## config.mk

```make
export PLATFORM = sky130hd
export DESIGN_NAME = regfile_wr_arbiter_flat
export DESIGN_NICKNAME = d
export VERILOG_FILES = /design/src/rtl/regfile_wr_arbiter_pkg.sv /design/src/rtl/regfile_wr_arbiter_if.sv /design/src/rtl/regfile_wr_arbiter_fifo.sv /design/src/rtl/regfile_wr_arbiter.sv /design/src/flat_wrapper.sv
export SDC_FILE = /design/constraint.sdc
export NUM_CORES = 1
export LEC_CHECK = 0
export ABC_AREA = 0
export CAP_MARGIN = 0
export CORE_UTILIZATION = 44
export CTS_CLUSTER_DIAMETER = 80
export DETAILED_ROUTE_END_ITERATION = 6
export PLACE_DENSITY = 0.82
export REMOVE_ABC_BUFFERS = 1
export SLEW_MARGIN = 20
export SYNTH_ARGS = -nofsm -noshare
export SYNTH_HDL_FRONTEND = slang
export SYNTH_SLANG_ARGS = --single-unit
```

## constraint.sdc

```tcl
create_clock -name clk_i -period 2.4 [get_ports clk_i]
set_input_delay 0.6 -clock clk_i [delete_from_list [all_inputs] [get_ports clk_i]]
set_output_delay 0.6 -clock clk_i [all_outputs]
set_load 0.02 [all_outputs]
```

## src/rtl/regfile_wr_arbiter_pkg.sv

```systemverilog
// Shared types and constants for the regfile write-port arbiter slice.
package regfile_arb_pkg;
    localparam int DATA_W = 32;
    localparam int ADDR_W = 5;

    localparam logic [ADDR_W-1:0] X0_ADDR = '0;

    typedef struct packed {
        logic [ADDR_W-1:0] addr;
        logic [DATA_W-1:0] data;
    } wb_req_t;
endpackage

```

## src/rtl/regfile_wr_arbiter_if.sv

```systemverilog
// Bundles both writeback requesters and the regfile write port.
interface regfile_wr_arbiter_if
    import regfile_arb_pkg::*;
();
    logic              ex_valid_i;
    logic              ex_ready_o;
    logic [ADDR_W-1:0] ex_addr_i;
    logic [DATA_W-1:0] ex_data_i;
    logic              lsu_valid_i;
    logic              lsu_ready_o;
    logic [ADDR_W-1:0] lsu_addr_i;
    logic [DATA_W-1:0] lsu_data_i;
    logic              regs_wr_en_o;
    logic [ADDR_W-1:0] rd_addr_o;
    logic [DATA_W-1:0] rd_data_o;
    logic              lsu_pending_o;

    modport slave (
        input  ex_valid_i, ex_addr_i, ex_data_i,
        input  lsu_valid_i, lsu_addr_i, lsu_data_i,
        output ex_ready_o, lsu_ready_o,
        output regs_wr_en_o, rd_addr_o, rd_data_o, lsu_pending_o
    );

    modport master (
        output ex_valid_i, ex_addr_i, ex_data_i,
        output lsu_valid_i, lsu_addr_i, lsu_data_i,
        input  ex_ready_o, lsu_ready_o,
        input  regs_wr_en_o, rd_addr_o, rd_data_o, lsu_pending_o
    );
endinterface

```

## src/rtl/regfile_wr_arbiter_fifo.sv

```systemverilog
// Load-return FIFO; pointers carry one extra wrap bit to tell full from empty.
module wb_fifo
    import regfile_arb_pkg::*;
#(
    parameter int DEPTH = 2
) (
    input  logic    clk_i,
    input  logic    rst_i,
    input  logic    push_i,
    input  wb_req_t push_data_i,
    input  logic    pop_i,
    output logic    full_o,
    output logic    empty_o,
    output wb_req_t head_o
);
    localparam int AW = (DEPTH > 1) ? $clog2(DEPTH) : 1;

    logic [AW:0] wr_ptr_q, wr_ptr_d;
    logic [AW:0] rd_ptr_q, rd_ptr_d;
    wb_req_t     mem_q [DEPTH];
    wb_req_t     mem_d [DEPTH];
    logic        do_push, do_pop;

    assign full_o  = (wr_ptr_q[AW] != rd_ptr_q[AW]) &&
                     (wr_ptr_q[AW-1:0] == rd_ptr_q[AW-1:0]);
    assign empty_o = (wr_ptr_q == rd_ptr_q);
    assign head_o  = mem_q[rd_ptr_q[AW-1:0]];
    assign do_push = push_i && !full_o;
    assign do_pop  = pop_i && !empty_o;

    always_comb begin
        wr_ptr_d = wr_ptr_q + (AW+1)'(do_push);
        rd_ptr_d = rd_ptr_q + (AW+1)'(do_pop);
        mem_d    = mem_q;
        if (do_push) begin
            mem_d[wr_ptr_q[AW-1:0]] = push_data_i;
        end
    end

    always_ff @(posedge clk_i) begin
        if (rst_i) begin
            wr_ptr_q <= '0;
            rd_ptr_q <= '0;
        end else begin
            wr_ptr_q <= wr_ptr_d;
            rd_ptr_q <= rd_ptr_d;
        end
    end

    // Storage is never read while empty, so it needs no reset.
    always_ff @(posedge clk_i) begin
        mem_q <= mem_d;
    end
endmodule

```

## src/rtl/regfile_wr_arbiter.sv

```systemverilog
// Shares the regfile write port between ALU writeback and buffered load returns.
module regfile_wr_arbiter
    import regfile_arb_pkg::*;
#(
    parameter int DEPTH        = 2,
    parameter int STARVE_LIMIT = 3
) (
    input logic                 clk_i,
    input logic                 rst_i,
    regfile_wr_arbiter_if.slave bus
);
    localparam int SW = $clog2(STARVE_LIMIT + 1);

    wb_req_t           head;
    wb_req_t           push_req;
    logic              full, empty;
    logic              ex_is_x0, force_pop, ex_ready, lsu_ready;
    logic              alu_win, pop, push;
    logic [SW-1:0]     starve_q, starve_d;
    logic              wr_en_q, wr_en_d;
    logic [ADDR_W-1:0] rd_addr_q, rd_addr_d;
    logic [DATA_W-1:0] rd_data_q, rd_data_d;

    assign ex_is_x0  = (bus.ex_addr_i == X0_ADDR);
    assign force_pop = !empty && (starve_q == SW'(STARVE_LIMIT));
    assign ex_ready  = !rst_i && (!force_pop || ex_is_x0);
    assign lsu_ready = !rst_i && !full;

    // x0 requests are acknowledged but never reach the port or the FIFO.
    assign alu_win  = bus.ex_valid_i && ex_ready && !ex_is_x0;
    assign pop      = !alu_win && !empty;
    assign push     = bus.lsu_valid_i && lsu_ready && (bus.lsu_addr_i != X0_ADDR);
    assign push_req = '{addr: bus.lsu_addr_i, data: bus.lsu_data_i};

    wb_fifo #(.DEPTH(DEPTH)) u_fifo (
        .clk_i       (clk_i),
        .rst_i       (rst_i),
        .push_i      (push),
        .push_data_i (push_req),
        .pop_i       (pop),
        .full_o      (full),
        .empty_o     (empty),
        .head_o      (head)
    );

    always_comb begin
        wr_en_d   = 1'b0;
        rd_addr_d = rd_addr_q;
        rd_data_d = rd_data_q;
        starve_d  = '0;
        if (alu_win) begin
            wr_en_d   = 1'b1;
            rd_addr_d = bus.ex_addr_i;
            rd_data_d = bus.ex_data_i;
            if (!empty) begin
                starve_d = (starve_q == SW'(STARVE_LIMIT)) ? starve_q : starve_q + 1'b1;
            end
        end else if (!empty) begin
            wr_en_d   = 1'b1;
            rd_addr_d = head.addr;
            rd_data_d = head.data;
        end
    end

    always_ff @(posedge clk_i) begin
        if (rst_i) begin
            wr_en_q   <= 1'b0;
            rd_addr_q <= '0;
            rd_data_q <= '0;
            starve_q  <= '0;
        end else begin
            wr_en_q   <= wr_en_d;
            rd_addr_q <= rd_addr_d;
            rd_data_q <= rd_data_d;
            starve_q  <= starve_d;
        end
    end

    assign bus.ex_ready_o    = ex_ready;
    assign bus.lsu_ready_o   = lsu_ready;
    assign bus.lsu_pending_o = !empty;
    assign bus.regs_wr_en_o  = wr_en_q;
    assign bus.rd_addr_o     = rd_addr_q;
    assign bus.rd_data_o     = rd_data_q;
endmodule

```

## src/flat_wrapper.sv

```systemverilog
// flat-port wrapper written by rule: the top's interface ports become plain ports
module regfile_wr_arbiter_flat import regfile_arb_pkg::*;
#(
    parameter int DEPTH        = 2,
    parameter int STARVE_LIMIT = 3
)
  (clk_i, rst_i, bus_ex_valid_i, bus_ex_addr_i, bus_ex_data_i, bus_lsu_valid_i, bus_lsu_addr_i, bus_lsu_data_i, bus_ex_ready_o, bus_lsu_ready_o, bus_regs_wr_en_o, bus_rd_addr_o, bus_rd_data_o, bus_lsu_pending_o);
  regfile_wr_arbiter_if bus_i ();
  input logic clk_i;
  input logic rst_i;
  input wire logic [$bits(bus_i.ex_valid_i)-1:0] bus_ex_valid_i;
  input wire logic [$bits(bus_i.ex_addr_i)-1:0] bus_ex_addr_i;
  input wire logic [$bits(bus_i.ex_data_i)-1:0] bus_ex_data_i;
  input wire logic [$bits(bus_i.lsu_valid_i)-1:0] bus_lsu_valid_i;
  input wire logic [$bits(bus_i.lsu_addr_i)-1:0] bus_lsu_addr_i;
  input wire logic [$bits(bus_i.lsu_data_i)-1:0] bus_lsu_data_i;
  output wire logic [$bits(bus_i.ex_ready_o)-1:0] bus_ex_ready_o;
  output wire logic [$bits(bus_i.lsu_ready_o)-1:0] bus_lsu_ready_o;
  output wire logic [$bits(bus_i.regs_wr_en_o)-1:0] bus_regs_wr_en_o;
  output wire logic [$bits(bus_i.rd_addr_o)-1:0] bus_rd_addr_o;
  output wire logic [$bits(bus_i.rd_data_o)-1:0] bus_rd_data_o;
  output wire logic [$bits(bus_i.lsu_pending_o)-1:0] bus_lsu_pending_o;
  assign bus_i.ex_valid_i = bus_ex_valid_i;
  assign bus_i.ex_addr_i = bus_ex_addr_i;
  assign bus_i.ex_data_i = bus_ex_data_i;
  assign bus_i.lsu_valid_i = bus_lsu_valid_i;
  assign bus_i.lsu_addr_i = bus_lsu_addr_i;
  assign bus_i.lsu_data_i = bus_lsu_data_i;
  assign bus_ex_ready_o = bus_i.ex_ready_o;
  assign bus_lsu_ready_o = bus_i.lsu_ready_o;
  assign bus_regs_wr_en_o = bus_i.regs_wr_en_o;
  assign bus_rd_addr_o = bus_i.rd_addr_o;
  assign bus_rd_data_o = bus_i.rd_data_o;
  assign bus_lsu_pending_o = bus_i.lsu_pending_o;
  regfile_wr_arbiter #(.DEPTH(DEPTH), .STARVE_LIMIT(STARVE_LIMIT)) u_core (.clk_i(clk_i), .rst_i(rst_i), .bus(bus_i));
endmodule
```

==> impl_metrics.env <==
export IMPL_status="complete, no violations"
export IMPL_grt_pass1_vias=3475
export IMPL_die_w_um=105
export IMPL_die_height_um=105
export IMPL_max_freq_mhz=430
export IMPL_n_antenna_cell=0
export IMPL_skew_ps=15.2
export IMPL_synth_distinct_cells=34
export IMPL_finalWeightedCongestion=0.797
export IMPL_reg2regPathDepth=6
export IMPL_setup_viol=0
export IMPL_layout_drive_gt1_share_pct=21.4
export IMPL_viasPerCell=5.47
export IMPL_dp_hpwl_mm=7.42
export IMPL_tightest_slew_ps=965
export IMPL_drv_cap=0
export IMPL_vdd_drop_max_mv=0.519
export IMPL_hp_class="reg -> reg"
export IMPL_postRouteAntennaNets=0
export IMPL_grt_max_degree=28
export IMPL_drc=0
export IMPL_crit_type="in -> out"
export IMPL_cp_end_kind="primary output"
export IMPL_total_power_mw=7.21
export IMPL_grt_antenna_before_repair=0
export IMPL_r2r_setup_slack_ps=310
export IMPL_worst_path_buf_inv=2
export IMPL_synth_fa_ha_area_share_pct=1.06
export IMPL_ys_warn_count=0
export IMPL_clk_pin_slew_worst_paths_ps=50
export IMPL_cp_start_kind="primary input"
export IMPL_clockRootBuffer="clkbuf_8"
export IMPL_critPathArrivalTime_ps=1720
export IMPL_path_cells="clkdlybuf4s50_1, a21oi_1, clkdlybuf4s15_2"
export IMPL_synth_top_family_by_area="compound AO/OA/AOI/OAI gates"
export IMPL_reg2reg_from="u_core.u_fifo.wr_ptr_q[0]"
export IMPL_final_max_slew_violation_count=0
export IMPL_h_tree_depth=4
export IMPL_fillers=752
export IMPL_area_growth_pct=46.9
export IMPL_multi_input_area_sq_um=1510
export IMPL_cts_hold_buffers=0
export IMPL_r2r_end="u_core.bus.rd_data_o[5]"
export IMPL_firstDrtPassIters=4
export IMPL_cp_slowest_cell="clkdlybuf4s50_1"
export IMPL_cts_num_sinks=118
export IMPL_routedWlPerCell_um=18.4
export IMPL_synthSimpleGateAreaFrac_pct=8.82
export IMPL_synth_area_mux_share_pct=8.50
export IMPL_initialDrtViolationCount=271
export IMPL_start_util_pct=45.4
export IMPL_ioPinCount=119
export IMPL_slew_headroom_pct=35.3
export IMPL_grt_setup_unrepaired="no"
export IMPL_hold_viol=0
export IMPL_overflow=0
export IMPL_finalHoldWorstSlack_ps=429
export IMPL_holdPathStages=1
export IMPL_cts_tree="built"
export IMPL_numPortBuffers=118
export IMPL_syn_avg_cell_area_sq_um=14.3
export IMPL_ys_ff_latch=118
export IMPL_fin_crit_sh_pct=96.8
export IMPL_synth_area_sq_um=4710
export IMPL_min_to="u_core.starve_q[0]"
export IMPL_core_region_area_sq_um=10400
export IMPL_die_area_sq_um=11100
export IMPL_cts_buffers=17
export IMPL_power_density_nw_per_um2=1040
export IMPL_regArea_sq_um=3110
export IMPL_clk_path_buf_depth=2
export IMPL_rows=37
export IMPL_slowest_delay_ps=550
export IMPL_synthXorXnorAreaFrac_pct=1.25
export IMPL_grt_pass1_wl_mm=17.5
export IMPL_track_usage_pct=20.9
export IMPL_clkLatencyLatePin_ps=510
export IMPL_wl_mm=11.4
export IMPL_hp_start="u_core.starve_q[0]"
export IMPL_crit_fanout=5
export IMPL_nNetsFinal=556
export IMPL_required_ps=1800
export IMPL_yosysSeqAreaShare_pct=65.9
export IMPL_vias=3405
export IMPL_crit_family="buffers and inverters"
export IMPL_period_minus_slack_ps=2320
export IMPL_leakagePower_nw=2.57
export IMPL_synth_compound_area_share_pct=11.7
export IMPL_syn_inst=329
[through the flow]
stage / setup WS (ps) / instances / util (%) / cell area, sq um / TNS, ps
final: 76.2 / 623 / 66.8 / 6920 / 0
after global routing: 1.96 / 623 / 66.8 / 6920 / 0
after CTS: 5.17 / 621 / 66.4 / 6890 / 0
after detailed placement: -450 / 588 / 60.2 / 6250 / -16220
after global placement: -461 / 588 / 60.2 / 6250 / -12810
after floorplan: -1180 / 306 / - / 4600 / -112230
[cell usage in the layout (no fill, tap or decap), types with 2 or more instances in the layout]
master           Yosys  layout
clkinv_4             0       3
mux2i_1             13      13
nand3_1             12      12
ha_1                 4       2
clkbuf_16            0      16
clkbuf_8             0       3
and3_1              24      24
clkdlybuf4s50_1      0     113
a221o_1             24      24
dfxtp_2              0       2
nor2b_1              2       2
dfxtp_1             44      42
nor3_4               2       3
o21ai_0             13      13
ha_2                 0       2
buf_4                0      23
a21oi_1             17      17
o211ai_1            12      12
xor2_2               2       2
buf_12               0       6
or3_1               14      14
xnor2_1              3       3
edfxtp_1            74      74
bufinv_16            0       4
mux2_2              24      24
inv_6                0       4
nor2_1               5       5
inv_1                4       4
clkdlybuf4s15_2      0       2
[how the worst max path moves through the flow]
| stage | start | to | cells after the start | slack, ps |
|---|---|---|---|---|
| 6_report | rst_i | bus_lsu_ready_o | 3 | 80 |
| 5_1_grt | u_core.u_fifo.rd_ptr_q[1] | bus_lsu_pending_o | 5 | 2 |
| 4_1_cts | bus_ex_addr_i[4] | bus_ex_ready_o | 5 | 5 |
| 3_5_place_dp | bus_ex_addr_i[0] | bus_ex_ready_o | 5 | -450 |
| 3_3_place_gp | bus_ex_addr_i[0] | bus_ex_ready_o | 5 | -460 |
| 2_1_floorplan | u_core.u_fifo.rd_ptr_q[0] | u_core.u_fifo.mem_q[0] | 4 | -1180 |
[report_power, final]
part	internal, mW	switching [mW]	leakage [nW]
clock network	1.76	0.926	0.310
logic	1.00	0.996	1.22
registers	2.41	0.120	1.04
total	5.17	2.04	2.57
[registers in the layout, summed over array words and instances, names as in the netlist]
| signal | flops |
|---|---|
| u_core.starve_q | 2 |
| u_core.u_fifo.rd_ptr_q | 2 |
| u_core.bus.rd_data_o | 32 |
| u_core.bus.regs_wr_en_o | 1 |
| u_core.u_fifo.mem_q | 74 |
| u_core.u_fifo.wr_ptr_q | 2 |
| u_core.bus.rd_addr_o | 5 |
[layout make-up]
type | count | area share [%]
sequential | 118 | 44.9
multi-input combinational | 185 | 21.8
timing repair buffer | 147 | 21.4
clock buffer | 19 | 6.38
clock inverter | 13 | 2.80
tap | 136 | 2.46
inverter | 5 | 0.307
[Yosys cell counts]
master	n	share of area (%)
clkinv_2	1	0.11
o21a_1	1	0.16
edfxtp_1	74	47
nand3_1	12	1.3
o21ai_2	1	0.19
nand2_1	1	0.080
nor2b_1	2	0.27
and3_1	24	3.2
and4_1	1	0.19
a221o_1	24	5.1
inv_1	4	0.32
clkbuf_1	10	0.80
nor2_4	1	0.24
a21boi_2	1	0.24
a211oi_2	1	0.27
o311a_1	1	0.21
nor3_4	2	0.69
nor4_4	1	0.45
nor2_1	5	0.40
xor2_2	2	0.69
o32a_1	1	0.21
buf_6	2	0.48
mux2i_1	13	2.8
dfxtp_1	44	19
o21ai_0	13	1.4
or3_1	14	1.9
mux2_2	24	5.7
o211ai_1	12	1.9
nor4b_1	1	0.19
ha_1	4	1.1
xnor2_1	3	0.56
a211o_1	1	0.19
a21oi_1	17	1.8
buf_2	11	1.2
[routing by layer]
layer | track usage (%) | vias up | routed length (um)
li1 | - | 1591 | -
met1 | 26.5 | 1675 | 4930
met2 | 33.7 | 122 | 5700
met3 | 5.81 | 17 | 626
met4 | 9.05 | 0 | 189
met5 | 0 | - | 0
[repair_timing]
action                     CTS  global route
resized for setup           12             5
gates cloned                 0             2
setup buffers                1             0
pin swaps                    1             2
setup endpoints to repair    3            26
[logic make-up (layout without fill, tap and decap cells)]
logic type | Yosys count | count (layout)
adder cells (fa/ha/maj) | 4 | 4
buffers and inverters | 28 | 184
AO/OA/AOI/OAI | 73 | 73
multiplexers | 37 | 37
AND/OR/NAND/NOR | 64 | 66
flip-flops | 118 | 118
XOR/XNOR | 5 | 5
Power figures use the tool's default switching activity.
